--- src/rtl/ysyx_24120013_mem_arbiter_if.sv ---
// Bundle of the IFU/LSU request-response channels and the shared memory port.
// The slave view belongs to the arbiter; the master view belongs to the requesters and the memory.
interface ysyx_24120013_mem_arbiter_if #(
  parameter int unsigned ADDR_WIDTH = 32,
  parameter int unsigned DATA_WIDTH = 32
);
  logic                      ifu_req_valid;
  logic                      ifu_req_ready;
  logic [ADDR_WIDTH-1:0]     ifu_addr;
  logic                      ifu_resp_valid;
  logic [DATA_WIDTH-1:0]     ifu_rdata;
  logic                      ifu_resp_err;

  logic                      lsu_req_valid;
  logic                      lsu_req_ready;
  logic [ADDR_WIDTH-1:0]     lsu_addr;
  logic                      lsu_wen;
  logic [DATA_WIDTH-1:0]     lsu_wdata;
  logic [DATA_WIDTH/8-1:0]   lsu_wmask;
  logic                      lsu_resp_valid;
  logic [DATA_WIDTH-1:0]     lsu_rdata;
  logic                      lsu_resp_err;

  logic                      mem_req_valid;
  logic                      mem_req_ready;
  logic [ADDR_WIDTH-1:0]     mem_addr;
  logic                      mem_wen;
  logic [DATA_WIDTH-1:0]     mem_wdata;
  logic [DATA_WIDTH/8-1:0]   mem_wmask;
  logic                      mem_resp_valid;
  logic [DATA_WIDTH-1:0]     mem_rdata;

  modport slave (
    input  ifu_req_valid, ifu_addr,
    input  lsu_req_valid, lsu_addr, lsu_wen, lsu_wdata, lsu_wmask,
    input  mem_req_ready, mem_resp_valid, mem_rdata,
    output ifu_req_ready, ifu_resp_valid, ifu_rdata, ifu_resp_err,
    output lsu_req_ready, lsu_resp_valid, lsu_rdata, lsu_resp_err,
    output mem_req_valid, mem_addr, mem_wen, mem_wdata, mem_wmask
  );

  modport master (
    output ifu_req_valid, ifu_addr,
    output lsu_req_valid, lsu_addr, lsu_wen, lsu_wdata, lsu_wmask,
    output mem_req_ready, mem_resp_valid, mem_rdata,
    input  ifu_req_ready, ifu_resp_valid, ifu_rdata, ifu_resp_err,
    input  lsu_req_ready, lsu_resp_valid, lsu_rdata, lsu_resp_err,
    input  mem_req_valid, mem_addr, mem_wen, mem_wdata, mem_wmask
  );
endinterface

--- src/rtl/ysyx_24120013_mem_arbiter.sv ---
// Shares the single memory port between IFU and LSU: round-robin grant in IDLE,
// issue to memory, wait for the response under a watchdog, route it to the owner.
module ysyx_24120013_mem_arbiter #(
  parameter int unsigned ADDR_WIDTH = 32,
  parameter int unsigned DATA_WIDTH = 32,
  parameter int unsigned TIMEOUT    = 255
) (
  input  logic                       clk,
  input  logic                       rst,
  ysyx_24120013_mem_arbiter_if.slave bus,
  output logic                       busy
);
  localparam int unsigned CNT_W  = $clog2(TIMEOUT + 1);
  localparam int unsigned MASK_W = DATA_WIDTH / 8;

  typedef enum logic [1:0] {IDLE, ISSUE, WAIT} state_e;
  typedef enum logic {OWN_IFU, OWN_LSU} owner_e;

  state_e                  state_q;
  owner_e                  owner_q;
  owner_e                  last_grant_q;
  logic [CNT_W-1:0]        cnt_q;

  logic                    mem_req_valid_q;
  logic [ADDR_WIDTH-1:0]   mem_addr_q;
  logic                    mem_wen_q;
  logic [DATA_WIDTH-1:0]   mem_wdata_q;
  logic [MASK_W-1:0]       mem_wmask_q;

  logic                    ifu_resp_valid_q;
  logic [DATA_WIDTH-1:0]   ifu_rdata_q;
  logic                    ifu_resp_err_q;
  logic                    lsu_resp_valid_q;
  logic [DATA_WIDTH-1:0]   lsu_rdata_q;
  logic                    lsu_resp_err_q;

  logic                    ifu_win;
  logic                    lsu_win;
  logic                    resp_done;
  logic [DATA_WIDTH-1:0]   resp_data;

  // A tie goes to whichever requester was not granted last.
  always_comb begin
    ifu_win   = bus.ifu_req_valid && (!bus.lsu_req_valid || (last_grant_q == OWN_LSU));
    lsu_win   = bus.lsu_req_valid && (!bus.ifu_req_valid || (last_grant_q == OWN_IFU));
    resp_done = bus.mem_resp_valid || (cnt_q == CNT_W'(TIMEOUT));
    resp_data = bus.mem_resp_valid ? bus.mem_rdata : '0;
  end

  always_ff @(posedge clk or posedge rst) begin
    if (rst) begin
      state_q          <= IDLE;
      owner_q          <= OWN_IFU;
      last_grant_q     <= OWN_LSU;
      cnt_q            <= '0;
      mem_req_valid_q  <= 1'b0;
      mem_addr_q       <= '0;
      mem_wen_q        <= 1'b0;
      mem_wdata_q      <= '0;
      mem_wmask_q      <= '0;
      ifu_resp_valid_q <= 1'b0;
      ifu_rdata_q      <= '0;
      ifu_resp_err_q   <= 1'b0;
      lsu_resp_valid_q <= 1'b0;
      lsu_rdata_q      <= '0;
      lsu_resp_err_q   <= 1'b0;
    end else begin
      ifu_resp_valid_q <= 1'b0;
      lsu_resp_valid_q <= 1'b0;
      unique case (state_q)
        IDLE: begin
          if (lsu_win) begin
            state_q         <= ISSUE;
            owner_q         <= OWN_LSU;
            last_grant_q    <= OWN_LSU;
            mem_req_valid_q <= 1'b1;
            mem_addr_q      <= bus.lsu_addr;
            mem_wen_q       <= bus.lsu_wen;
            mem_wdata_q     <= bus.lsu_wdata;
            mem_wmask_q     <= bus.lsu_wmask;
          end else if (ifu_win) begin
            state_q         <= ISSUE;
            owner_q         <= OWN_IFU;
            last_grant_q    <= OWN_IFU;
            mem_req_valid_q <= 1'b1;
            mem_addr_q      <= bus.ifu_addr;
            mem_wen_q       <= 1'b0;
            mem_wdata_q     <= '0;
            mem_wmask_q     <= '1;
          end
        end
        ISSUE: begin
          if (bus.mem_req_ready) begin
            state_q         <= WAIT;
            mem_req_valid_q <= 1'b0;
            cnt_q           <= '0;
          end
        end
        WAIT: begin
          // A data response in the timeout cycle still wins over the error.
          if (resp_done) begin
            state_q <= IDLE;
            if (owner_q == OWN_LSU) begin
              lsu_resp_valid_q <= 1'b1;
              lsu_rdata_q      <= resp_data;
              lsu_resp_err_q   <= !bus.mem_resp_valid;
            end else begin
              ifu_resp_valid_q <= 1'b1;
              ifu_rdata_q      <= resp_data;
              ifu_resp_err_q   <= !bus.mem_resp_valid;
            end
          end else begin
            cnt_q <= cnt_q + 1'b1;
          end
        end
        default: state_q <= IDLE;
      endcase
    end
  end

  assign bus.ifu_req_ready  = (state_q == IDLE) && ifu_win;
  assign bus.lsu_req_ready  = (state_q == IDLE) && lsu_win;
  assign bus.mem_req_valid  = mem_req_valid_q;
  assign bus.mem_addr       = mem_addr_q;
  assign bus.mem_wen        = mem_wen_q;
  assign bus.mem_wdata      = mem_wdata_q;
  assign bus.mem_wmask      = mem_wmask_q;
  assign bus.ifu_resp_valid = ifu_resp_valid_q;
  assign bus.ifu_rdata      = ifu_rdata_q;
  assign bus.ifu_resp_err   = ifu_resp_err_q;
  assign bus.lsu_resp_valid = lsu_resp_valid_q;
  assign bus.lsu_rdata      = lsu_rdata_q;
  assign bus.lsu_resp_err   = lsu_resp_err_q;
  assign busy               = (state_q != IDLE);
endmodule

--- src/flat_wrapper.sv ---
// flat-port wrapper written by rule: the top's interface ports become plain ports
module ysyx_24120013_mem_arbiter_flat 
#(
  parameter int unsigned ADDR_WIDTH = 32,
  parameter int unsigned DATA_WIDTH = 32,
  parameter int unsigned TIMEOUT    = 255
)
  (clk, rst, busy, bus_ifu_req_valid, bus_ifu_addr, bus_lsu_req_valid, bus_lsu_addr, bus_lsu_wen, bus_lsu_wdata, bus_lsu_wmask, bus_mem_req_ready, bus_mem_resp_valid, bus_mem_rdata, bus_ifu_req_ready, bus_ifu_resp_valid, bus_ifu_rdata, bus_ifu_resp_err, bus_lsu_req_ready, bus_lsu_resp_valid, bus_lsu_rdata, bus_lsu_resp_err, bus_mem_req_valid, bus_mem_addr, bus_mem_wen, bus_mem_wdata, bus_mem_wmask);
  ysyx_24120013_mem_arbiter_if #(.ADDR_WIDTH(ADDR_WIDTH), .DATA_WIDTH(DATA_WIDTH)) bus_i ();
  input  logic clk;
  input  logic rst;
  output logic busy;
  input wire logic [$bits(bus_i.ifu_req_valid)-1:0] bus_ifu_req_valid;
  input wire logic [$bits(bus_i.ifu_addr)-1:0] bus_ifu_addr;
  input wire logic [$bits(bus_i.lsu_req_valid)-1:0] bus_lsu_req_valid;
  input wire logic [$bits(bus_i.lsu_addr)-1:0] bus_lsu_addr;
  input wire logic [$bits(bus_i.lsu_wen)-1:0] bus_lsu_wen;
  input wire logic [$bits(bus_i.lsu_wdata)-1:0] bus_lsu_wdata;
  input wire logic [$bits(bus_i.lsu_wmask)-1:0] bus_lsu_wmask;
  input wire logic [$bits(bus_i.mem_req_ready)-1:0] bus_mem_req_ready;
  input wire logic [$bits(bus_i.mem_resp_valid)-1:0] bus_mem_resp_valid;
  input wire logic [$bits(bus_i.mem_rdata)-1:0] bus_mem_rdata;
  output wire logic [$bits(bus_i.ifu_req_ready)-1:0] bus_ifu_req_ready;
  output wire logic [$bits(bus_i.ifu_resp_valid)-1:0] bus_ifu_resp_valid;
  output wire logic [$bits(bus_i.ifu_rdata)-1:0] bus_ifu_rdata;
  output wire logic [$bits(bus_i.ifu_resp_err)-1:0] bus_ifu_resp_err;
  output wire logic [$bits(bus_i.lsu_req_ready)-1:0] bus_lsu_req_ready;
  output wire logic [$bits(bus_i.lsu_resp_valid)-1:0] bus_lsu_resp_valid;
  output wire logic [$bits(bus_i.lsu_rdata)-1:0] bus_lsu_rdata;
  output wire logic [$bits(bus_i.lsu_resp_err)-1:0] bus_lsu_resp_err;
  output wire logic [$bits(bus_i.mem_req_valid)-1:0] bus_mem_req_valid;
  output wire logic [$bits(bus_i.mem_addr)-1:0] bus_mem_addr;
  output wire logic [$bits(bus_i.mem_wen)-1:0] bus_mem_wen;
  output wire logic [$bits(bus_i.mem_wdata)-1:0] bus_mem_wdata;
  output wire logic [$bits(bus_i.mem_wmask)-1:0] bus_mem_wmask;
  assign bus_i.ifu_req_valid = bus_ifu_req_valid;
  assign bus_i.ifu_addr = bus_ifu_addr;
  assign bus_i.lsu_req_valid = bus_lsu_req_valid;
  assign bus_i.lsu_addr = bus_lsu_addr;
  assign bus_i.lsu_wen = bus_lsu_wen;
  assign bus_i.lsu_wdata = bus_lsu_wdata;
  assign bus_i.lsu_wmask = bus_lsu_wmask;
  assign bus_i.mem_req_ready = bus_mem_req_ready;
  assign bus_i.mem_resp_valid = bus_mem_resp_valid;
  assign bus_i.mem_rdata = bus_mem_rdata;
  assign bus_ifu_req_ready = bus_i.ifu_req_ready;
  assign bus_ifu_resp_valid = bus_i.ifu_resp_valid;
  assign bus_ifu_rdata = bus_i.ifu_rdata;
  assign bus_ifu_resp_err = bus_i.ifu_resp_err;
  assign bus_lsu_req_ready = bus_i.lsu_req_ready;
  assign bus_lsu_resp_valid = bus_i.lsu_resp_valid;
  assign bus_lsu_rdata = bus_i.lsu_rdata;
  assign bus_lsu_resp_err = bus_i.lsu_resp_err;
  assign bus_mem_req_valid = bus_i.mem_req_valid;
  assign bus_mem_addr = bus_i.mem_addr;
  assign bus_mem_wen = bus_i.mem_wen;
  assign bus_mem_wdata = bus_i.mem_wdata;
  assign bus_mem_wmask = bus_i.mem_wmask;
  ysyx_24120013_mem_arbiter #(.ADDR_WIDTH(ADDR_WIDTH), .DATA_WIDTH(DATA_WIDTH), .TIMEOUT(TIMEOUT)) u_core (.clk(clk), .rst(rst), .bus(bus_i), .busy(busy));
endmodule
--- config.mk ---
export PLATFORM = sky130hd
export DESIGN_NAME = ysyx_24120013_mem_arbiter_flat
export DESIGN_NICKNAME = d
export VERILOG_FILES = /design/src/rtl/ysyx_24120013_mem_arbiter_if.sv /design/src/rtl/ysyx_24120013_mem_arbiter.sv /design/src/flat_wrapper.sv
export SDC_FILE = /design/constraint.sdc
export NUM_CORES = 1
export LEC_CHECK = 0
export CAP_MARGIN = 20
export CORE_MARGIN = 5
export CORE_UTILIZATION = 30
export CTS_CLUSTER_DIAMETER = 30
export CTS_CLUSTER_SIZE = 8
export DETAILED_ROUTE_END_ITERATION = 16
export PLACE_DENSITY_LB_ADDON = 0.25
export REMOVE_ABC_BUFFERS = 1
export SETUP_SLACK_MARGIN = 0.1
export SLEW_MARGIN = 10
export SYNTH_ARGS = -nofsm -noshare
export SYNTH_HDL_FRONTEND = slang
export SYNTH_SLANG_ARGS = --single-unit
--- constraint.sdc ---
create_clock -name clk -period 12.45 [get_ports clk]
set_input_delay 3.735 -clock clk [delete_from_list [all_inputs] [get_ports clk]]
set_output_delay 3.735 -clock clk [all_outputs]
set_load 0.05 [all_outputs]
==> results.sh, run 1 <==
export IMPL_critical_path_arrival_ns=6.74
export IMPL_max_clock_path_buffers=2
export IMPL_critPathCaptureType="primary output"
export IMPL_clk_insertion_delay_late_ns=0.42
export IMPL_tns_ns=0
export IMPL_final_util_pct=49.0
export IMPL_ys_flop_type="dfrtp_1"
export IMPL_crit_top_cell="clkdlybuf4s50_1"
export IMPL_grt_ovfl_total=0
export IMPL_max_stage_delay_ns=0.91
export IMPL_yosysMostFrequentCell="dfrtp_1"
export IMPL_wirelength_mm=18.0
export IMPL_synthArstFlopShare_pct=100
export IMPL_slew_headroom_pct=36.2
export IMPL_syn_area_per_cell_um2=12.9
export IMPL_start_util_pct=30.2
export IMPL_yosysSeqAreaShare_pct=64.6
export IMPL_cts_hold_buf=0
export IMPL_ctsHtreeMaxLevel=4
export IMPL_routed_via_density=4.75
export IMPL_hold_violations=0
export IMPL_synthCells=452
export IMPL_cpMaxStageDelayCell="clkdlybuf4s50_1"
export IMPL_irDropWorstVdd_mv=0.171
export IMPL_gp_congestion=0.814
export IMPL_grt_max_degree=99
export IMPL_tritoncts="done"
export IMPL_die_h_um=149
export IMPL_synth_top_cell_area_share_pct=64.1
export IMPL_ios=280
export IMPL_die_width_um=149
export IMPL_fin_ws_ns=1.97
export IMPL_p_leak_nw=4.13
export IMPL_cts_setup_buffers=0
export IMPL_antenna_found_initial=1
export IMPL_drc=0
export IMPL_antenna_cells=0
export IMPL_synth_distinct_cells=41
export IMPL_synth_edff_count=0
export IMPL_root_buffer="clkbuf_16"
export IMPL_max_freq_mhz=95.4
export IMPL_grt_pass1_wl_mm=28.2
export IMPL_rrSetupSlack_ns=10.41
export IMPL_grt_pass1_vias=5053
export IMPL_drt_pass1_iterations=4
export IMPL_rsz0062_at_grt="false"
export IMPL_yosys_warnings=0
export IMPL_path_clk_slew_ns=0.06
export IMPL_vias=4764
export IMPL_crit_path_max_fanout=34
export IMPL_status="finished, final reports clean"
export IMPL_finalCriticalPeriod_ns=10.48
export IMPL_io_buffers=279
export IMPL_drtIter0Drc=135
export IMPL_fin_nets=864
export IMPL_num_rows=51
export IMPL_synth_commonest_cells="dfrtp_1, a22o_1, nand2_1, mux2i_1, o21ai_0"
export IMPL_yosys_area_top_type="dfrtp_1"
export IMPL_path_buf_inv=4
export IMPL_slew_violations=0
export IMPL_worst_pin_slew_ns=0.958
export IMPL_cts_resized=0
export IMPL_cts_sinks=150
export IMPL_timing_critical_path_cells="clkdlybuf4s50_1 > a21boi_4 > buf_4 > nand2_1 > inv_2 > clkdlybuf4s50_1"
export IMPL_fin_crit_sh_pct=84.2
export IMPL_area_growth_pct=62.4
export IMPL_dieArea_um2=22300
export IMPL_mappedNetlistArea_um2=5820
export IMPL_synth_area_leaders="dfrtp_1, a22o_1, mux2i_1"
export IMPL_skew_ns=0.00694
export IMPL_ant_nets=0
export IMPL_setup_violations=0
export IMPL_routedWlPerCell_um=17.9
export IMPL_pwr_density_cell_nw_per_um2=311
export IMPL_cp_top_family="buffers and inverters"
export IMPL_grtUsageTotal_pct=16.2
export IMPL_post_dp_hpwl_mm=13.1
export IMPL_dp_slack_ns=1.97
export IMPL_fill_cells=1723
export IMPL_drive_gt1_share_pct=7.06
export IMPL_ys_ff_latch=150
export IMPL_cap_violations=0
export IMPL_cts_buffers=17
export IMPL_crit_required_ns=8.71
export IMPL_min_path_type="reg2reg"
export IMPL_cp_start_kind="input port"
export IMPL_core_um2=19300
export IMPL_path_class="in2out"
-- sequential cells by signal, summed over array words and instances, names as in the netlist --
register / cells
u_core.bus.mem_req_valid: 1
u_core.last_grant_q: 1
u_core.bus.lsu_rdata: 32
u_core.bus.lsu_resp_err: 1
u_core.state_q: 2
u_core.bus.ifu_resp_err: 1
u_core.bus.mem_addr: 32
u_core.owner_q: 1
u_core.bus.ifu_resp_valid: 1
u_core.cnt_q: 8
u_core.bus.lsu_resp_valid: 1
u_core.bus.mem_wen: 1
u_core.bus.mem_wmask: 4
u_core.bus.ifu_rdata: 32
u_core.bus.mem_wdata: 32
-- power by group --
part,switching [mW],internal (mW)
Sequential,0.132,0.704
Combinational,1.05,0.553
Clock,0.217,0.286
-- stage by stage --
stage          hold slack [ns]  power [mW]  area, um2  std cells
2_1_floorplan            0.496        1.86       5660        419
3_3_place_gp             0.463        2.44       8860        970
3_5_place_dp             0.473        2.46       8860        970
4_1_cts                  0.488        2.98       9440       1002
5_1_grt                  0.514        3.08       9440       1002
6_report                 0.484        2.94       9440       1002
-- area by class of cell --
class | count | area [um2] | area share [%]
Inverter | 8 | 35.0 | 0.371
Clock buffer | 18 | 439 | 4.65
Timing Repair Buffer | 286 | 2850 | 30.1
Multi-Input combinational cell | 261 | 1900 | 20.1
Sequential cell | 150 | 3750 | 39.8
Tap cell | 265 | 332 | 3.51
Clock inverter | 14 | 140 | 1.48
-- placed cells by master, fill, tap and decap left out, types with 2 or more instances in the layout --
| cell | synthesis | layout |
|---|---|---|
| mux2i_1 | 33 | 33 |
| clkdlybuf4s50_1 | 0 | 279 |
| a21o_1 | 2 | 2 |
| a22o_1 | 97 | 97 |
| nor2_1 | 12 | 12 |
| a21oi_1 | 6 | 6 |
| inv_1 | 7 | 6 |
| clkinvlp_4 | 0 | 4 |
| buf_4 | 4 | 7 |
| a31oi_1 | 3 | 3 |
| and3_1 | 2 | 2 |
| o21ai_0 | 33 | 33 |
| inv_8 | 0 | 2 |
| nor3_1 | 3 | 3 |
| dfrtp_1 | 149 | 149 |
| clkbuf_16 | 0 | 17 |
| nand2_1 | 39 | 39 |
| nand3_1 | 3 | 3 |
| nand4_1 | 2 | 2 |
| o22a_1 | 4 | 4 |
| inv_6 | 0 | 6 |
-- worst min-delay path, cell delays in order, from the launching register on --
cell and delay, ns:
dfrtp_1 0.34, nand2_1 0.05, o21ai_0 0.06
-- routing by layer --
metal,track usage [%],routed length [um],up-vias,part of all wire [%]
li1,-,-,2209,-
met1,20.3,7460,2329,41
met2,25.0,8210,207,46
met3,7.69,2080,17,12
met4,4.67,212,2,1.2
met5,0,13,-,0.072
-- logic make-up after synthesis --
kind of cell    synth area share, %
fa+ha+maj                     0.215
flops                          64.6
mux                            5.87
compound gates                 20.7
buf+inv                        3.27
simple gates                   5.36
-- final timing paths --
path                                                             to                          startpoint  cells after the start
min in group asynchronous       u_core.bus.mem_addr[16]$_DFFE_PP0P_                                 rst                      2
worst max-delay path                              bus_lsu_req_ready                   bus_lsu_req_valid                      6
worst min register to register   u_core.bus.mem_addr[0]$_DFFE_PP0P_  u_core.bus.mem_addr[0]$_DFFE_PP0P_                      2
worst max register to register  u_core.bus.mem_wdata[8]$_DFFE_PP0P_     u_core.last_grant_q$_DFFE_PP1P_                      5
worst min-delay path             u_core.bus.mem_addr[0]$_DFFE_PP0P_  u_core.bus.mem_addr[0]$_DFFE_PP0P_                      2
max in group asynchronous       u_core.bus.mem_addr[25]$_DFFE_PP0P_                                 rst                      3
No activity file was read; power rests on OpenSTA's default activity.
==> run 2: changes to the inputs <==
==> constraint.sdc (replaced) <==
create_clock -name clk -period 10.05 [get_ports clk]
set_input_delay 3.015 -clock clk [delete_from_list [all_inputs] [get_ports clk]]
set_output_delay 3.015 -clock clk [all_outputs]
set_load 0.05 [all_outputs]
==> run 2 against run 1 <==
Via count decreased by 0.13%; register-to-register slack got worse by 2.3 ns; sequential cell count unchanged; setup slack got worse by 0.41 ns; critical endpoint unchanged; highest routed layer unchanged.
==> results.sh, run 2 (synthesis gave the netlist of run 1 again) <==
export IMPL_status="finished, final reports clean"
export IMPL_setup_violations=0
export IMPL_drive_gt1_share_pct=6.92
export IMPL_routed_via_density=4.75
export IMPL_slew_headroom_pct=38.3
export IMPL_critPathCaptureType="primary output"
export IMPL_start_util_pct=30.2
export IMPL_min_path_type="reg2reg"
export IMPL_post_dp_hpwl_mm=13.1
export IMPL_grt_ovfl_total=0
export IMPL_crit_path_max_fanout=34
export IMPL_drtIter0Drc=161
export IMPL_max_freq_mhz=118
export IMPL_num_rows=51
export IMPL_die_h_um=149
export IMPL_grtUsageTotal_pct=16.1
export IMPL_grt_max_degree=99
export IMPL_fin_nets=864
export IMPL_dp_slack_ns=1.56
export IMPL_wirelength_mm=18.1
export IMPL_clk_insertion_delay_late_ns=0.41
export IMPL_max_clock_path_buffers=2
export IMPL_area_growth_pct=63.1
export IMPL_cts_hold_buf=0
export IMPL_placed_area_um2=8860
export IMPL_gp_congestion=0.813
export IMPL_rrSetupSlack_ns=8.11
export IMPL_drc=0
export IMPL_fin_crit_sh_pct=84.4
export IMPL_pwr_density_cell_nw_per_um2=390
export IMPL_cp_endpoint="bus_lsu_req_ready"
export IMPL_fin_ws_ns=1.57
export IMPL_cts_buffers=17
export IMPL_final_cell_area_um2=9490
export IMPL_dieArea_um2=22300
export IMPL_irDropWorstVdd_mv=0.192
export IMPL_final_util_pct=49.2
export IMPL_finalPower_mw=3.70
export IMPL_ant_nets=0
export IMPL_antenna_cells=0
export IMPL_path_clk_slew_ns=0.06
export IMPL_io_buffers=279
export IMPL_drt_pass1_iterations=4
export IMPL_grt_pass1_wl_mm=28.0
export IMPL_worstRegToRegCells=4
export IMPL_grt_pass1_vias=5126
export IMPL_ctsHtreeMaxLevel=4
export IMPL_worst_pin_slew_ns=0.925
export IMPL_cts_setup_buffers=0
export IMPL_r2r_end="u_core.bus.mem_wdata[14]$_DFFE_PP0P_"
export IMPL_slew_violations=0
export IMPL_critical_path_arrival_ns=5.47
export IMPL_path_class="in2out"
export IMPL_vias=4758
export IMPL_startpoint="bus_lsu_req_valid"
export IMPL_finalCriticalPeriod_ns=8.48
export IMPL_layout_commonest_cell="clkdlybuf4s50_1"
export IMPL_cts_sinks=150
export IMPL_ios=280
export IMPL_cts_resized=0
export IMPL_cap_violations=0
export IMPL_die_width_um=149
export IMPL_core_um2=19300
export IMPL_rsz0062_at_grt="false"
export IMPL_p_leak_nw=4.16
export IMPL_hold_violations=0
export IMPL_rr_startpoint="u_core.state_q[1]$_DFFE_PP0P_"
export IMPL_whs_ns=0.479
export IMPL_tritoncts="done"
export IMPL_routedWlPerCell_um=18.0
export IMPL_antenna_found_initial=1
export IMPL_cp_start_kind="input port"
export IMPL_skew_ns=0.0134
export IMPL_crit_required_ns=7.04
export IMPL_root_buffer="clkbuf_16"
export IMPL_layout_common_cells="clkdlybuf4s50_1, dfrtp_1, a22o_1"
-- run 2: cell types whose count changed in the layout (fill, tap and decap cells not counted), sizes merged --
cell / delta
bufinv: +2
clkbuf: +2
clkinvlp: -3
inv: -3
clkinv: +2
-- run 2: how the worst min path moves through the flow --
stage                                           end  slack (ns)  cells after the start                                  from
2_1_floorplan           u_core.cnt_q[6]$_DFFE_PP0P_        0.50                      1           u_core.cnt_q[6]$_DFFE_PP0P_
3_3_place_gp    u_core.bus.mem_addr[11]$_DFFE_PP0P_        0.46                      2   u_core.bus.mem_addr[11]$_DFFE_PP0P_
3_5_place_dp     u_core.bus.mem_addr[1]$_DFFE_PP0P_        0.47                      2    u_core.bus.mem_addr[1]$_DFFE_PP0P_
4_1_cts          u_core.bus.mem_addr[1]$_DFFE_PP0P_        0.48                      2    u_core.bus.mem_addr[1]$_DFFE_PP0P_
5_1_grt        u_core.bus.ifu_rdata[23]$_DFFE_PP0P_        0.51                      1  u_core.bus.ifu_rdata[23]$_DFFE_PP0P_
6_report         u_core.bus.mem_addr[1]$_DFFE_PP0P_        0.48                      2    u_core.bus.mem_addr[1]$_DFFE_PP0P_
-- run 2: stage by stage --
| stage | std cells | TNS [ns] |
|---|---|---|
| 5_1_grt | 1002 | 0 |
| 3_3_place_gp | 970 | 0 |
| 2_1_floorplan | 419 | -0.684 |
| 3_5_place_dp | 970 | 0 |
| 6_report | 1002 | 0 |
| 4_1_cts | 1002 | 0 |
-- run 2: layout make-up --
class | instances | area [um2]
clock buffers | 20 | 457
clock inverters | 12 | 166
fillers | 1738 | 9780
repair buffers | 286 | 2850
flip-flops and latches | 150 | 3750
multi-input cells | 261 | 1900
inverters | 8 | 35.0
well taps | 265 | 332
-- run 2: layer usage --
metal	wire length [um]	vias to the layer above	part of all wire [%]	global-route usage [%]
met5	7	-	0.039	0
met4	123	2	0.68	3.98
met3	2140	10	12	7.69
met2	8420	220	47	26.0
met1	7370	2315	41	19.4
li1	-	2211	-	-
-- run 2: power by group --
part	internal, mW	switching, mW	leakage (nW)
Combinational	0.685	1.30	1.95
Clock	0.409	0.263	0.304
Sequential	0.872	0.163	1.90
-- run 2: critical path: stages --
cell and delay [ns]:
clkdlybuf4s50_1 0.64, a21boi_4 0.23, nand2_1 0.15, inv_2 0.50, clkdlybuf4s50_1 0.92
==> run 3: changes to the inputs <==
==> constraint.sdc (replaced) <==
create_clock -name clk -period 7.6 [get_ports clk]
set_input_delay 2.28 -clock clk [delete_from_list [all_inputs] [get_ports clk]]
set_output_delay 2.28 -clock clk [all_outputs]
set_load 0.05 [all_outputs]
==> run 3 against run 2 <==
Core utilization fell by 0.28 points; clock-buffer cell count fell by 2; critical path depth did not move; final area fell by 0.57%; clock power rose by 22%; power rose by 30%; critical endpoint unchanged; largest power group unchanged.
==> results.sh, run 3 (synthesis gave the netlist of run 1 again) <==
export IMPL_cts_resized=0
export IMPL_status="finished, final reports clean"
export IMPL_drive_gt1_share_pct=7.06
export IMPL_setup_violations=0
export IMPL_ant_nets=0
export IMPL_area_growth_pct=62.2
export IMPL_max_freq_mhz=156
export IMPL_wirelength_mm=18.0
export IMPL_root_buffer="clkbuf_16"
export IMPL_irDropWorstVdd_mv=0.294
export IMPL_cts_sinks=150
export IMPL_worst_pin_slew_ns=0.881
export IMPL_gp_congestion=0.815
export IMPL_fill_cells=1689
export IMPL_crit_required_ns=5.32
export IMPL_max_clock_path_buffers=2
export IMPL_p_leak_nw=4.13
export IMPL_post_dp_hpwl_mm=13.0
export IMPL_clk_insertion_delay_late_ns=0.42
export IMPL_drc=0
export IMPL_max_stage_delay_ns=0.63
export IMPL_critPathCaptureType="primary output"
export IMPL_ios=280
export IMPL_die_h_um=149
export IMPL_grt_max_degree=99
export IMPL_cts_setup_buffers=0
export IMPL_layout_commonest_cell="clkdlybuf4s50_1"
export IMPL_critical_path_arrival_ns=4.11
export IMPL_crit_path_max_fanout=34
export IMPL_antenna_found_initial=1
export IMPL_fin_nets=864
export IMPL_skew_ns=0.0106
export IMPL_cts_hold_buf=0
export IMPL_fin_crit_sh_pct=84.1
export IMPL_start_util_pct=30.2
export IMPL_cts_buffers=17
export IMPL_num_rows=51
export IMPL_ctsHtreeMaxLevel=4
export IMPL_path_class="in2out"
export IMPL_cpMaxStageDelayCell="clkdlybuf4s50_1"
export IMPL_io_buffers=279
export IMPL_slew_headroom_pct=41.3
export IMPL_grt_ovfl_total=0
export IMPL_grt_pass1_wl_mm=28.3
export IMPL_path_clk_slew_ns=0.06
export IMPL_final_util_pct=48.9
export IMPL_hold_violations=0
export IMPL_cp_start_kind="input port"
export IMPL_finalCriticalPeriod_ns=6.39
export IMPL_timing_critical_path_cells="clkdlybuf4s50_1 > a21boi_4 > nand2_1 > inv_2 > buf_4"
export IMPL_cp_top_family="buffers and inverters"
export IMPL_dp_slack_ns=1.20
export IMPL_final_cell_area_um2=9430
export IMPL_min_path_type="reg2reg"
export IMPL_fin_ws_ns=1.21
export IMPL_die_width_um=149
export IMPL_layout_common_cells="clkdlybuf4s50_1, dfrtp_1, a22o_1"
export IMPL_placed_area_um2=8860
export IMPL_core_um2=19300
export IMPL_drt_pass1_iterations=4
export IMPL_vias=4725
export IMPL_rsz0062_at_grt="false"
export IMPL_slew_violations=0
export IMPL_grt_pass1_vias=5090
export IMPL_routedWlPerCell_um=17.9
export IMPL_antenna_cells=0
export IMPL_dieArea_um2=22300
export IMPL_routed_via_density=4.72
export IMPL_pwr_density_cell_nw_per_um2=510
export IMPL_whs_ns=0.482
export IMPL_grtUsageTotal_pct=16.3
export IMPL_tritoncts="done"
export IMPL_path_buf_inv=3
export IMPL_drtIter0Drc=135
export IMPL_cap_violations=0
-- run 3: worst register-to-register path: stages (launching register included) --
cell and delay [ns]:
dfrtp_1 0.44, nor2_1 0.44, nand2_1 0.25, inv_2 0.50, a22o_1 0.23
-- run 3: worst paths after layout --
| check | startpoint | depth (start not counted) | end | slack (ns) |
|---|---|---|---|---|
| max in group asynchronous | rst | 3 | u_core.bus.mem_addr[27]$_DFFE_PP0P_ | 3.92 |
| worst min-delay path | u_core.bus.mem_addr[18]$_DFFE_PP0P_ | 2 | u_core.bus.mem_addr[18]$_DFFE_PP0P_ | 0.48 |
| min in group asynchronous | rst | 2 | u_core.bus.mem_addr[1]$_DFFE_PP0P_ | 2.43 |
| worst max-delay path | bus_lsu_req_valid | 5 | bus_lsu_req_ready | 1.21 |
| worst min register to register | u_core.bus.mem_addr[18]$_DFFE_PP0P_ | 2 | u_core.bus.mem_addr[18]$_DFFE_PP0P_ | 0.48 |
| worst max register to register | u_core.state_q[1]$_DFFE_PP0P_ | 4 | u_core.bus.mem_wdata[16]$_DFFE_PP0P_ | 5.67 |
-- run 3: final cells by class --
class	count	area, um2	share of cell area [%]
sequential	150	3750	39.8
multi-input combinational	261	1900	20.1
clock inverter	14	143	1.51
inverter	8	35.0	0.371
tap	265	332	3.52
clock buffer	18	429	4.55
timing repair buffer	286	2840	30.1
-- run 3: through the flow --
stage,TNS [ns],cells,power (mW)
global placement,0,970,4.00
global route,0,1002,5.04
floorplan,-1.66,419,3.04
CTS,0,1002,4.87
finish,0,1002,4.81
detailed placement,0,970,4.02
-- run 3: metal layers --
| metal | wire, um | share of wire [%] | global-route usage, % |
|---|---|---|---|
| met2 | 8400 | 47 | 25.2 |
| met3 | 2260 | 13 | 8.30 |
| met5 | 13 | 0.072 | 0 |
| met4 | 174 | 0.97 | 4.53 |
| met1 | 7110 | 40 | 20.1 |
-- run 3: power by group --
part | internal (mW) | switching [mW] | leakage (nW)
logic | 0.906 | 1.72 | 1.96
clock network | 0.461 | 0.361 | 0.270
registers | 1.15 | 0.212 | 1.90
total | 2.52 | 2.29 | 4.13
